[src/rtl/nn_pkg.sv]
// Shared types, defaults and saturation helper for the argmax output layer.
// Latency: n/a (declarations only).
// Backpressure: n/a.
package nn_pkg;

    localparam int N_IN_DEF   = 62;
    localparam int N_OUT_DEF  = 10;
    localparam int DATA_W_DEF = 8;
    localparam int ACC_W_DEF  = 24;

    typedef enum logic [2:0] {
        IDLE,
        BIAS,
        MAC,
        LAST,
        CMP,
        DONE
    } state_t;

    // Clamp a wide signed value into the signed range of a w-bit word.
    // The caller truncates the result to w bits; the value always fits.
    function automatic logic signed [63:0] sat(input logic signed [63:0] x, input int w);
        logic signed [63:0] hi;
        logic signed [63:0] lo;
        hi = (64'sd1 <<< (w - 1)) - 64'sd1;
        lo = -hi - 64'sd1;
        if (x > hi)
            sat = hi;
        else if (x < lo)
            sat = lo;
        else
            sat = x;
    endfunction

endpackage

[src/rtl/nn_layer_argmax_if.sv]
// Control, memory-port and result bundle of the argmax output layer.
// Latency: n/a (wiring only); memory data returns one cycle after its address.
// Backpressure: none; start is a request that is only honoured while ready is high.
interface nn_layer_argmax_if
    import nn_pkg::*;
#(
    parameter int N_IN   = N_IN_DEF,
    parameter int N_OUT  = N_OUT_DEF,
    parameter int DATA_W = DATA_W_DEF,
    parameter int ACC_W  = ACC_W_DEF
);
    localparam int XW = $clog2(N_IN);
    localparam int WW = $clog2(N_IN * N_OUT);
    localparam int JW = $clog2(N_OUT);

    logic                     start;
    logic                     ready;
    logic                     done;
    logic [XW-1:0]            x_addr;
    logic signed [DATA_W-1:0] x_data;
    logic [WW-1:0]            w_addr;
    logic signed [DATA_W-1:0] w_data;
    logic [JW-1:0]            b_addr;
    logic signed [DATA_W-1:0] b_data;
    logic [JW-1:0]            max_index;
    logic signed [ACC_W-1:0]  max_value;

    modport master (
        output start, x_data, w_data, b_data,
        input  ready, done, x_addr, w_addr, b_addr, max_index, max_value
    );

    modport slave (
        input  start, x_data, w_data, b_data,
        output ready, done, x_addr, w_addr, b_addr, max_index, max_value
    );

endinterface

[src/rtl/nn_mac_sat.sv]
// Signed multiply-accumulate with saturation; clear, bias load or product accumulate.
// Latency: 1 cycle (result visible the cycle after the control strobe).
// Backpressure: none; controls are strobes, accumulator holds when all are low.
module nn_mac_sat
    import nn_pkg::*;
#(
    parameter int DATA_W = DATA_W_DEF,
    parameter int ACC_W  = ACC_W_DEF
) (
    input  logic                     clk,
    input  logic                     rst_n,
    input  logic                     clr,
    input  logic                     load,
    input  logic                     acc_en,
    input  logic signed [DATA_W-1:0] a,
    input  logic signed [DATA_W-1:0] b,
    input  logic signed [DATA_W-1:0] bias,
    output logic signed [ACC_W-1:0]  acc
);
    logic signed [ACC_W-1:0]    acc_q;
    logic signed [ACC_W-1:0]    acc_d;
    logic signed [2*DATA_W-1:0] prod;
    logic signed [63:0]         sum;

    // Product and saturated sum; clear beats load beats accumulate.
    always_comb begin
        prod  = (2*DATA_W)'(a) * (2*DATA_W)'(b);
        sum   = 64'(acc_q) + 64'(prod);
        acc_d = acc_q;
        if (clr)
            acc_d = '0;
        else if (load)
            acc_d = ACC_W'(bias);
        else if (acc_en)
            acc_d = ACC_W'(sat(sum, ACC_W));
    end

    // Accumulator register with synchronous clear on reset.
    always_ff @(posedge clk) begin
        if (!rst_n)
            acc_q <= '0;
        else
            acc_q <= acc_d;
    end

    assign acc = acc_q;

endmodule

[src/rtl/nn_layer_argmax.sv]
// Time-multiplexed FC output layer with argmax; one shared MAC walks N_OUT neurons.
// Latency: N_OUT*(N_IN+3)+1 cycles from the start-sampling edge to the done pulse.
// Backpressure: none; start is ignored unless ready (IDLE), results hold until next done.
module nn_layer_argmax
    import nn_pkg::*;
#(
    parameter int N_IN    = N_IN_DEF,
    parameter int N_OUT   = N_OUT_DEF,
    parameter int DATA_W  = DATA_W_DEF,
    parameter int ACC_W   = ACC_W_DEF,
    parameter bit RELU_EN = 1'b1
) (
    input  logic           clk,
    input  logic           rst_n,
    nn_layer_argmax_if.slave bus
);
    localparam int XW = $clog2(N_IN);
    localparam int WW = $clog2(N_IN * N_OUT);
    localparam int JW = $clog2(N_OUT);

    localparam logic [XW-1:0]        I_LAST  = XW'(N_IN - 1);
    localparam logic [JW-1:0]        J_LAST  = JW'(N_OUT - 1);
    localparam logic signed [ACC_W-1:0] ACC_MIN = {1'b1, {(ACC_W-1){1'b0}}};

    state_t                  state_q, state_d;
    logic [JW-1:0]           j_q, j_d;
    logic [XW-1:0]           x_addr_q, x_addr_d;
    logic [WW-1:0]           w_addr_q, w_addr_d;
    logic [JW-1:0]           b_addr_q, b_addr_d;
    logic signed [ACC_W-1:0] run_max_q, run_max_d;
    logic [JW-1:0]           run_idx_q, run_idx_d;
    logic [JW-1:0]           max_index_q, max_index_d;
    logic signed [ACC_W-1:0] max_value_q, max_value_d;

    logic                    mac_clr, mac_load, mac_acc;
    logic signed [ACC_W-1:0] acc;
    logic signed [ACC_W-1:0] v;
    logic                    upd;

    nn_mac_sat #(.DATA_W(DATA_W), .ACC_W(ACC_W)) u_mac (
        .clk    (clk),
        .rst_n  (rst_n),
        .clr    (mac_clr),
        .load   (mac_load),
        .acc_en (mac_acc),
        .a      (bus.x_data),
        .b      (bus.w_data),
        .bias   (bus.b_data),
        .acc    (acc)
    );

    // Sequencing, address generation and running argmax. Addresses are set on
    // the edge entering their state so memory data lines up one cycle later.
    // The final result is captured on the edge into DONE so it is valid with done.
    always_comb begin
        state_d     = state_q;
        j_d         = j_q;
        x_addr_d    = x_addr_q;
        w_addr_d    = w_addr_q;
        b_addr_d    = b_addr_q;
        run_max_d   = run_max_q;
        run_idx_d   = run_idx_q;
        max_index_d = max_index_q;
        max_value_d = max_value_q;
        mac_clr     = 1'b0;
        mac_load    = 1'b0;
        mac_acc     = 1'b0;
        v           = (RELU_EN && acc < 0) ? '0 : acc;
        // Strictly greater keeps the lowest index on ties.
        upd         = (j_q == '0) || (v > run_max_q);

        case (state_q)
            IDLE: begin
                if (bus.start) begin
                    state_d   = BIAS;
                    j_d       = '0;
                    run_max_d = ACC_MIN;
                    run_idx_d = '0;
                    b_addr_d  = '0;
                    mac_clr   = 1'b1;
                end
            end
            BIAS: begin
                state_d  = MAC;
                x_addr_d = '0;
                w_addr_d = WW'(int'(j_q) * N_IN);
            end
            MAC: begin
                // Element 0 slot loads the bias; later slots add element i-1.
                if (x_addr_q == '0)
                    mac_load = 1'b1;
                else
                    mac_acc = 1'b1;
                if (x_addr_q == I_LAST) begin
                    state_d = LAST;
                end else begin
                    x_addr_d = x_addr_q + 1'b1;
                    w_addr_d = w_addr_q + 1'b1;
                end
            end
            LAST: begin
                mac_acc = 1'b1;
                state_d = CMP;
            end
            CMP: begin
                if (upd) begin
                    run_max_d = v;
                    run_idx_d = j_q;
                end
                if (j_q == J_LAST) begin
                    state_d     = DONE;
                    max_index_d = upd ? j_q : run_idx_q;
                    max_value_d = upd ? v : run_max_q;
                end else begin
                    state_d  = BIAS;
                    j_d      = j_q + 1'b1;
                    b_addr_d = j_q + 1'b1;
                end
            end
            DONE: begin
                state_d = IDLE;
            end
            default: begin
                state_d = IDLE;
            end
        endcase
    end

    // State and datapath registers, synchronously cleared.
    always_ff @(posedge clk) begin
        if (!rst_n) begin
            state_q     <= IDLE;
            j_q         <= '0;
            x_addr_q    <= '0;
            w_addr_q    <= '0;
            b_addr_q    <= '0;
            run_max_q   <= '0;
            run_idx_q   <= '0;
            max_index_q <= '0;
            max_value_q <= '0;
        end else begin
            state_q     <= state_d;
            j_q         <= j_d;
            x_addr_q    <= x_addr_d;
            w_addr_q    <= w_addr_d;
            b_addr_q    <= b_addr_d;
            run_max_q   <= run_max_d;
            run_idx_q   <= run_idx_d;
            max_index_q <= max_index_d;
            max_value_q <= max_value_d;
        end
    end

    assign bus.ready     = (state_q == IDLE);
    assign bus.done      = (state_q == DONE);
    assign bus.x_addr    = x_addr_q;
    assign bus.w_addr    = w_addr_q;
    assign bus.b_addr    = b_addr_q;
    assign bus.max_index = max_index_q;
    assign bus.max_value = max_value_q;

endmodule

[src/flat_wrapper.sv]
// flat-port wrapper written by rule: the top's interface ports become plain ports
module nn_layer_argmax_flat import nn_pkg::*;
#(
    parameter int N_IN    = N_IN_DEF,
    parameter int N_OUT   = N_OUT_DEF,
    parameter int DATA_W  = DATA_W_DEF,
    parameter int ACC_W   = ACC_W_DEF,
    parameter bit RELU_EN = 1'b1
)
  (clk, rst_n, bus_start, bus_x_data, bus_w_data, bus_b_data, bus_ready, bus_done, bus_x_addr, bus_w_addr, bus_b_addr, bus_max_index, bus_max_value);
  nn_layer_argmax_if #(.N_IN(N_IN), .N_OUT(N_OUT), .DATA_W(DATA_W), .ACC_W(ACC_W)) bus_i ();
  input  logic clk;
  input  logic rst_n;
  input wire logic [$bits(bus_i.start)-1:0] bus_start;
  input wire logic [$bits(bus_i.x_data)-1:0] bus_x_data;
  input wire logic [$bits(bus_i.w_data)-1:0] bus_w_data;
  input wire logic [$bits(bus_i.b_data)-1:0] bus_b_data;
  output wire logic [$bits(bus_i.ready)-1:0] bus_ready;
  output wire logic [$bits(bus_i.done)-1:0] bus_done;
  output wire logic [$bits(bus_i.x_addr)-1:0] bus_x_addr;
  output wire logic [$bits(bus_i.w_addr)-1:0] bus_w_addr;
  output wire logic [$bits(bus_i.b_addr)-1:0] bus_b_addr;
  output wire logic [$bits(bus_i.max_index)-1:0] bus_max_index;
  output wire logic [$bits(bus_i.max_value)-1:0] bus_max_value;
  assign bus_i.start = bus_start;
  assign bus_i.x_data = bus_x_data;
  assign bus_i.w_data = bus_w_data;
  assign bus_i.b_data = bus_b_data;
  assign bus_ready = bus_i.ready;
  assign bus_done = bus_i.done;
  assign bus_x_addr = bus_i.x_addr;
  assign bus_w_addr = bus_i.w_addr;
  assign bus_b_addr = bus_i.b_addr;
  assign bus_max_index = bus_i.max_index;
  assign bus_max_value = bus_i.max_value;
  nn_layer_argmax #(.N_IN(N_IN), .N_OUT(N_OUT), .DATA_W(DATA_W), .ACC_W(ACC_W), .RELU_EN(RELU_EN)) u_core (.clk(clk), .rst_n(rst_n), .bus(bus_i));
endmodule
[config.mk]
export PLATFORM = sky130hd
export DESIGN_NAME = nn_layer_argmax_flat
export DESIGN_NICKNAME = d
export VERILOG_FILES = /design/src/rtl/nn_pkg.sv /design/src/rtl/nn_layer_argmax_if.sv /design/src/rtl/nn_mac_sat.sv /design/src/rtl/nn_layer_argmax.sv /design/src/flat_wrapper.sv
export SDC_FILE = /design/constraint.sdc
export NUM_CORES = 1
export LEC_CHECK = 0
export ABC_AREA = 1
export CAP_MARGIN = 25
export CORE_ASPECT_RATIO = 0.6
export CORE_MARGIN = 2
export CORE_UTILIZATION = 45
export DETAILED_ROUTE_END_ITERATION = 10
export DONT_BUFFER_PORTS = 1
export SLEW_MARGIN = 20
export SYNTH_ARGS = -nofsm -noshare
export SYNTH_HDL_FRONTEND = slang
export SYNTH_HIERARCHICAL = 1
export SYNTH_SLANG_ARGS = --single-unit
export TNS_END_PERCENT = 30
[constraint.sdc]
create_clock -name clk -period 6.6 [get_ports clk]
set_input_delay 1.32 -clock clk [delete_from_list [all_inputs] [get_ports clk]]
set_output_delay 1.32 -clock clk [all_outputs]
set_load 0.02 [all_outputs]
== Word level (Yosys, flattened, before mapping) ==
Index checks and enable logic that the tools add are counted.
Storage, ports and cells
  flip-flop bits (word level): 103
  input port bits: 27
  output and inout bits: 50
  word-level logic and storage cells: 71
Operators by class
  add/subtract/negate cells: 4
  $mul: 2
  $lt $le $gt $ge: 4
  equal/unequal tests: 11
  muxes and demuxes: 27
  bitwise logic cells: 1
  reduce and logical (&&, ||, !) cells: 13
Operators with widths (count)
  24-bit two-way mux: 7
  24-bit one-hot mux with 2 select lines: 1
  24-bit by 16-bit adder with 25-bit output: 1
  25-bit by 24-bit > comparator with 1-bit output (second input constant): 1
  25-bit by 24-bit less-than comparator with 1-bit output (second input constant): 1
  24-bit > comparator: 1
  24-bit by 1-bit less-than comparator with 1-bit output (second input constant): 1
  10-bit one-hot mux with 2 select lines: 1
  8-bit by 8-bit multiplier with 16-bit output: 1
  4-bit one-hot mux with 2 select lines: 2
  3-bit one-hot mux with 5 select lines: 1
  4-bit two-way mux: 3
  6-bit one-hot mux with 2 select lines: 1
  10-bit by 1-bit adder with 10-bit output (second input constant): 1
  10-bit two-way mux: 1
  4-bit by 5-bit multiplier with 9-bit output (second input constant): 1
  3-bit two-way mux: 3
  2-bit AND reduction: 4
  6-bit by 1-bit adder with 6-bit output (second input constant): 1
  3-bit by 2-bit == test with 1-bit output (second input constant): 2
  3-bit == test (second input constant): 2
  6-bit == test (second input constant): 1
  6-bit logical NOT: 1
  6-bit two-way mux: 1
  other kinds (14): 22

== Longest topological paths before layout ==
Gate-level depths: netlist of the first run.
  word-level depth: 7
  mapped depth: 28
  gate-level depth less buffers: 27

== Hierarchy ==
Netlist of the first run, hierarchy kept.
Modules (own cells, without submodules)
  nn_mac_sat: times used 1, cells each 781, area each 5984.5 um2, sequential area each 480.5 um2
  nn_layer_argmax: times used 1, cells each 748, area each 5211.2 um2, sequential area each 1581.5 um2

== Least setup slack after synthesis of the first run ==
OpenSTA, ideal clock, no wires.
  path kind: in2reg
  start: input bus_w_data[1]
  end: register u_core.u_mac.acc_q[20], in the netlist u_core/u_mac/acc[20]
  library setup time: 0.137 ns
  data arrival time: 6.033 ns
  data required time: 6.463 ns
  setup slack: 0.429 ns
  stages on the path: 23
  path buffers: 2
  cell sequence: clkbuf_1 > nand2_1 > inv_1 > fa_1 > fa_1 > inv_1 > fa_1 > inv_1 > fa_1 > ha_1 > ha_1 > nand2_1 > nor3_4 > nand3_2 > nand3b_2 > nand2_1 > nand2_2 > nand2_4 > buf_6 > nand2_1 > nand2_1 > nand2_1 > a21oi_2
Between the ends
  cells in the longest elaborated chain, start to end: 7
  elaborated cells between the ends (all ways): 8
  those cells by class: 1 x add/sub; 1 x mul; 2 x order compare; 4 x mux
RTL lines
  start: declaration: line flat_wrapper.sv:16  | input wire logic [$bits(bus_i.w_data)-1:0] bus_w_data;
  8-bit by 8-bit multiplier with 16-bit output (*): line nn_mac_sat.sv:27  | prod = (2*DATA_W)'(a) * (2*DATA_W)'(b);
  24-bit by 16-bit adder with 25-bit output (*): line nn_mac_sat.sv:28  | sum = 64'(acc_q) + 64'(prod);
  25-bit by 24-bit less-than comparator with 1-bit output: line nn_pkg.sv:29  | else if (x < lo)
  24-bit two-way mux: line nn_pkg.sv:29
  24-bit two-way mux (*): line nn_pkg.sv:27  | if (x > hi)
  24-bit two-way mux (*): line nn_mac_sat.sv:34  | else if (acc_en)
  24-bit two-way mux (*): line nn_mac_sat.sv:32  | else if (load)
  end signal: assignment: line nn_mac_sat.sv:41  | acc_q <= '0;
  end signal: assignment: line nn_mac_sat.sv:43  | acc_q <= acc_d;
  end: declaration: line nn_mac_sat.sv:20  | logic signed [ACC_W-1:0] acc_q;
Every way passes the cells marked *; elsewhere a longest branch is shown, timed or not. The select of a mux whose other input is x is not followed.
A chain may end at the register's enable or synchronous reset.

== Worst setup path in the final report of the first run ==
  start: input bus_w_data[7]
  end: register u_core.u_mac.acc_q[18], in the netlist u_core/u_mac/acc[18]
Same word-level chain as after synthesis.

==> summary.md, run 1 <==
| Metric | Value |
|---|---|
| Die Wd | ~210 µm |
| RSZ-0062 raised after global routing | false |
| Total number of vias | 9202 |
| Clock group share of total power | roughly 8% |
| Worst Setup EP | u_core/u_mac/acc[18] |
| Reg2reg start | u_core/u_mac/acc[6] |
| Vias in the first global route | 8842 |
| Max Cap Viol | 0 |
| R2R depth | 21 |
| Tmin final | ~6000 ps |
| Seq/Total Area, Yosys | between 10% and 20% |
| Hold_buf cts | 0 |
| Setup crit start | bus_w_data[7] |
| Starting Density | a little under half |
| Diode count | 0 |
| Worst hold path type | reg -> reg |
| Type of origin of the critical path | input pin |
| Slew HR | about 40% |
| Post-Syn Area | 11200 µm² |
| Slew @ Worst Pin | between 900 and 1000 ps |
| RR Endpoint | u_core/u_mac/acc[18] |
| Internal power | around 2.8 mW |
| Crit Path Max Fanout | 23 |
| Area leader, netlist | fa_1 |
| Status | complete, no violations |
| Maximum root-to-sink buffer count | 2 |
| Req. time, crit path | between 6000 and 7000 ps |
| Pwr dens | roughly 550 nW/µm² |
| Initial DRC Count | about 840 |
| Number of synthesis warnings | 6 |
| Part of the cycle the worst path needs | approximately 90% |
| Total chip power | approximately 6.5 mW |
| Worst-skew pair later-pin latency | 360 ps |
| VDD IR-drop max | approximately 320 µV |
| PostCTS Resize Cnt | 0 |
| Hpwl dp | approximately 22000 µm |
| DIE AREA | ~26000 µm² |
| Filler Cell Count | about 2400 |
| Top Ports | 77 |
| PortBufs | 0 |
| Sequential power share | between 10% and 20% |
| First-pass GRT wire length | roughly 46000 µm |
| Fin. Hold Viols | 0 |
| CTS tree | built |
| CP arrival | approximately 6400 ps |
| Static leakage | between 6 and 7 nW |
| Routed wire length | 27500 µm |
| Cell count after synthesis | about 1500 |
| Mapped Nets | between 1500 and 2000 |
| Drt via density | 5.026 |
| Synth async-reset ratio | 0% |
| Postcts setup bufs | 0 |
| Yosys top cell area share | around a fifth |
| Core Area | 24330 µm² |
| CTS Buf Count | 9 |
| Layout cells sized above 1 | ~7.4% |
| Antenna violations before repair | 0 |
| Die Ht | 126.2 µm |
| R2r setup slk | approximately 1700 ps |
| Gpl congestion | between 0.9 and 1 |
| Largest net degree at the start of global routing | 39 |
| Post-synth EDFFs | 0 |
| Crit path kind | in -> reg |
| Register bit total from synthesis | 103 |
| Main synth FF type | dfxtp_1 |
| Sink Count | between 100 and 150 |
| Clk root buf | clkbuf_16 |
| TritonRoute pass-1 iters | 5 |
| Switching part of the total power | between 50% and 60% |
| Synth area leaders | fa_1 20%, dfxtp_1 18%, nand2_1 14% |
| Reg clk slew, reported paths | about 70 ps |
| Logic gate share of total power | approximately 80% |
| Drt drc | 0 |
| Gr ovfl total | 0 |
| Drt wl/cell | approximately 15 µm |
| Fin. max-slew vios | 0 |
| Switch Pwr | between 3 and 4 mW |
| Htree depth | 3 |
| Post-route ant nets | 0 |
| Final net count | between 1500 and 2000 |
| Netlist cell types | 51 |
| Synth Area per Inst | about 7.3 µm² |
| Peak Freq | between 150 and 200 MHz |
| Setup_tns | 0 ps |
| Final setup fails | 0 |
| Nature of the critical path endpoint | flop |
| Cell row count | 44 |
| Area grow syn2layout | 4.671% |
| Skew final | 8.960 ps |
| All-Layer GR Usage | between 20% and 30% |
-- cell families after synthesis --
kind of cell	count (synthesis)	share of synthesized area, %
adders and majority gates	212	31.34
buffers and inverters	352	12.78
xor gates and xnor gates	20	1.565
DFF	103	18.42
and+or+nand+nor	657	25.88
AOI/OAI and AO/OA	185	10.01
-- cell type report --
type	count	area, µm²	share of cell area [%]
Clock inverter	6	43.79	0.3737
Inverter	297	1115	9.513
Timing Repair Buffer	19	142.6	1.217
Multi-Input combinational cell	1074	7714	65.82
Sequential cell	103	2062	17.60
Tap cell	322	402.9	3.438
Clock buffer	10	239.0	2.039
-- power by group through the flow --
| stage | sequential [mW] | combinational, mW | clock (mW) |
|---|---|---|---|
| global route | 0.773 | 5.93 | 0.564 |
| floorplan | 0.751 | 4.11 | 0 |
| detailed placement | 0.779 | 5.07 | 0 |
| finish | 0.764 | 5.17 | 0.522 |
| CTS | 0.765 | 5.12 | 0.545 |
| global placement | 0.779 | 5.09 | 0 |
-- worst min-delay path by stage --
stage,from,endpoint,slack (ps),cells past startpoint
6_report,u_core/run_max_q[1],u_core/run_max_q[1],460,2
5_1_grt,u_core/run_max_q[2],u_core/run_max_q[2],480,2
4_1_cts,u_core/run_idx_q[2],u_core/run_idx_q[2],470,2
3_5_place_dp,u_core/run_idx_q[2],u_core/run_idx_q[2],460,2
3_3_place_gp,u_core/run_max_q[17],u_core/run_max_q[17],450,2
2_1_floorplan,u_core/run_max_q[16],u_core/run_max_q[16],440,2
-- synth_stat cells (3+ instances only) --
library cell / count
nand2_4: 9
nor2_1: 69
buf_2: 6
xnor2_1: 8
nand4_1: 8
a21o_1: 4
nor3_1: 6
xor2_1: 12
nand3_2: 3
ha_1: 98
or2_2: 4
nor2_4: 3
a21oi_1: 79
a211oi_1: 6
a31oi_1: 6
nand2_1: 429
a21oi_2: 12
nand2_2: 25
o21a_1: 29
fa_1: 114
inv_2: 9
nand3_1: 82
clkbuf_1: 33
o21ai_0: 34
buf_4: 6
nor3_4: 3
inv_1: 287
o221ai_1: 4
buf_6: 7
o21bai_1: 6
dfxtp_1: 103
-- stage by stage --
step | hold WS (ps) | area [µm²] | utilization, % | setup WS [ps] | instances
CTS | 466.9 | 11710 | 48.13 | 566.3 | 1831
detailed placement | 455.4 | 11430 | 46.97 | 208.0 | 1815
global route | 479.8 | 11720 | 48.16 | 155.9 | 1831
global placement | 452.6 | 11420 | 46.94 | 134.4 | 1814
floorplan | 443.4 | 11200 | - | 429.3 | 1529
finish | 464.1 | 11720 | 48.16 | 487.0 | 1831
-- sequential cells by signal (all words and copies together), names as in the netlist --
signal                cells
u_core/bus.max_value     24
u_core/run_max_q         24
u_core/u_mac/acc         24
u_core/bus.w_addr        10
u_core/bus.x_addr         6
u_core/bus.b_addr         4
u_core/bus.max_index      4
u_core/run_idx_q          4
u_core/state_q            3
-- routing by layer --
metal	share of wire (%)	up-vias	track usage, %
met5	0	-	0
met1	55	4298	35.37
met2	38	232	30.49
li1	-	4651	-
met4	1.0	0	3.671
met3	6.7	21	3.766
-- cells in the final DEF (no fill, tap or decap), types with 2 or more instances in the layout --
cell type | synthesis | layout
nand2_1 | 429 | 429
inv_1 | 287 | 287
fa_1 | 114 | 114
dfxtp_1 | 103 | 103
ha_1 | 98 | 98
nand3_1 | 82 | 82
a21oi_1 | 79 | 78
nor2_1 | 69 | 69
o21ai_0 | 34 | 34
o21a_1 | 29 | 29
nand2_2 | 25 | 25
buf_4 | 6 | 19
a21oi_2 | 12 | 12
xor2_1 | 12 | 12
clkbuf_16 | 0 | 9
inv_2 | 9 | 9
nand2_4 | 9 | 9
nand4_1 | 8 | 8
xnor2_1 | 8 | 8
nor3_1 | 6 | 6
o21bai_1 | 6 | 6
a31oi_1 | 6 | 6
a211oi_1 | 6 | 6
a21o_1 | 4 | 4
or2_2 | 4 | 4
o221ai_1 | 4 | 4
nor3_4 | 3 | 3
nor2_4 | 3 | 3
nand3_2 | 3 | 3
inv_6 | 0 | 2
clkinv_2 | 0 | 2
and3_1 | 2 | 2
nor3b_1 | 2 | 2
nand3b_1 | 2 | 2
nor2_2 | 2 | 2
and2_1 | 2 | 2
-- worst max-delay path, cell delays in order --
cell and delay [ps]:
clkinv_1 70, o21ai_0 450, ha_1 270, inv_1 70, fa_1 510, inv_1 380, fa_1 540, fa_1 500
ha_1 340, ha_1 410, nand2_1 140, inv_2 50, nand3_1 140, a21oi_1 60, nor2_1 290, nand3_2 120
nand2_1 70, nand2_1 90, nand2_4 220, nand2_1 80, nand2_1 70, nand2_1 70, a21oi_2 140
Note: power is estimated with default switching activity, not from simulation.
==> inputs of run 2 (changes only) <==
- CORE_UTILIZATION: 45 -> 50
==> summary.md, run 2 (synthesis gave the netlist of run 1 again) <==
| Metric | Value |
|---|---|
| Largest net degree at the start of global routing | 40 |
| Core Area | 22020 µm² |
| RSZ-0062 raised after global routing | false |
| CP dominant cell by count | nand2_1 |
| Part of the cycle the worst path needs | slightly above 90% |
| Final setup fails | 0 |
| PortBufs | 0 |
| Slew @ Worst Pin | slightly above 900 ps |
| Vias in the first global route | 8761 |
| Worst hold path type | reg -> reg |
| Area grow syn2layout | 4.224% |
| Initial DRC Count | ~770 |
| Total number of vias | between 9000 and 10000 |
| Clk root buf | clkbuf_16 |
| Die Wd | roughly 200 µm |
| Starting Density | roughly 51% |
| Cell row count | 42 |
| Routed wire length | 27360 µm |
| Reg clk slew, reported paths | approximately 70 ps |
| Slew HR | 38.57% |
| Req. time, crit path | roughly 6900 ps |
| Final worst-path setup slack | roughly 460 ps |
| Critical Path, Cell by Cell | nand2_1, inv_1, fa_1, inv_1, fa_1, inv_1, fa_1, fa_1, ha_1, ha_1, nand2_1, inv_2, nand3_1, a21oi_1, nor2_1, nand3_2, nand2_1, nand2_1, nand2_4, nand2_1, nand2_1, nand2_1, a21oi_2 |
| Final Util | approximately 53% |
| Max Cap Viol | 0 |
| Max incr delay on CP | between 500 and 600 ps |
| Post-Layout Inst Area | around 12000 µm² |
| Crit-path leading delay family | adder cells |
| Static leakage | 6.218 nW |
| Drt drc | 0 |
| Setup_tns | 0 ps |
| Status | complete, no violations |
| Maximum root-to-sink buffer count | 2 |
| Skew final | 8.568 ps |
| Crit path kind | in -> reg |
| PostCTS Resize Cnt | 0 |
| First-pass GRT wire length | approximately 46000 µm |
| VDD IR-drop max | around 530 µV |
| Final net count | roughly 1700 |
| All-Layer GR Usage | between 20% and 30% |
| Highest Signal Layer | met4 |
| Antenna violations before repair | 0 |
| CTS tree | built |
| Sink Count | slightly above 100 |
| CTS Buf Count | 9 |
| Layout cells sized above 1 | under 10% |
| Hpwl dp | about 22000 µm |
| Total chip power | 6.501 mW |
| Fin. Hold Viols | 0 |
| Type of origin of the critical path | input pin |
| Slowest cell on the critical path | fa_1 |
| Filler Cell Count | about 2200 |
| TritonRoute pass-1 iters | 5 |
| Tmin final | between 6000 and 7000 ps |
| Most common cell after layout, fill and taps aside | nand2_1 |
| Drt via density | about 5.1 |
| Die Ht | 119.9 µm |
| Nature of the critical path endpoint | flop |
| Crit Path Max Fanout | 23 |
| Drt wl/cell | ~15 µm |
| Pwr dens | approximately 560 nW/µm² |
| Place WS | roughly 90 ps |
| Worst-skew pair later-pin latency | between 300 and 400 ps |
| Diode count | 0 |
| Gr ovfl total | 0 |
| Most frequent cells in the layout | 429 x nand2_1, 286 x inv_1, 114 x fa_1 |
| Htree depth | 3 |
| Area post-placement | about 11000 µm² |
| Met1 WL | roughly 15000 µm |
| Wire length on met3 | about 1700 µm |
| Peak Freq | between 150 and 200 MHz |
| Fin. max-slew vios | 0 |
| Met2 wire length | around 10000 µm |
| Sum of buffers and inverters on the critical path | 4 |
| Post-route ant nets | 0 |
| Postcts setup bufs | 0 |
| Top Ports | between 70 and 80 |
| Gpl congestion | 0.8664 |
| Hold_buf cts | 0 |
| CP arrival | around 6400 ps |
| DIE AREA | between 20000 and 25000 µm² |
==> run 2: cell types whose count changed in the layout (fill, tap and decap cells not counted), sizes merged <==
cell      change
buf           -1
clkbuf        -1
clkinvlp      +1
==> run 2: per-layer routing <==
metal	vias to the layer above	GRT usage, %
met5	-	0
met2	237	33.25
met1	4304	41.76
met3	13	3.850
li1	4640	-
met4	0	3.055
==> run 2: metrics by stage <==
| step | instances | hold WS (ps) |
|---|---|---|
| after CTS | 1794 | 468.3 |
| after floorplan | 1529 | 443.4 |
| after global placement | 1777 | 451.5 |
| after global routing | 1794 | 481.0 |
| final | 1794 | 466.3 |
| after detailed placement | 1778 | 457.6 |
==> run 2: power by group <==
part	switching [mW]	leakage (nW)	total (mW)	internal (mW)
combinational	3.39	5.25	5.22	1.83
sequential	0.0860	0.834	0.760	0.674
clock	0.259	0.137	0.520	0.261
total	3.73	6.22	6.50	2.77
==> run 2: cell type report <==
type | instances | area, µm² | share of cell area, %
clock buffer | 9 | 225.2 | 1.930
clock inverter | 7 | 56.30 | 0.4825
inverter | 297 | 1119 | 9.586
multi-input combinational | 1074 | 7714 | 66.11
sequential | 103 | 2062 | 17.67
tap | 286 | 357.8 | 3.067
timing repair buffer | 18 | 135.1 | 1.158
==> run 2: worst paths after layout <==
kind	cells after the start	slack, ps	from	endpoint
worst min register to register	2	470	u_core/run_max_q[6]	u_core/run_max_q[6]
worst min-delay path	2	470	u_core/run_max_q[6]	u_core/run_max_q[6]
worst max-delay path	23	460	bus_w_data[2]	u_core/u_mac/acc[19]
worst max register to register	21	1680	u_core/u_mac/acc[6]	u_core/u_mac/acc[19]
==> run 2: tightest hold or removal path: stages (launching register included) <==
cell	delay, ps
dfxtp_1	310
nand2_1	60
a21oi_1	50
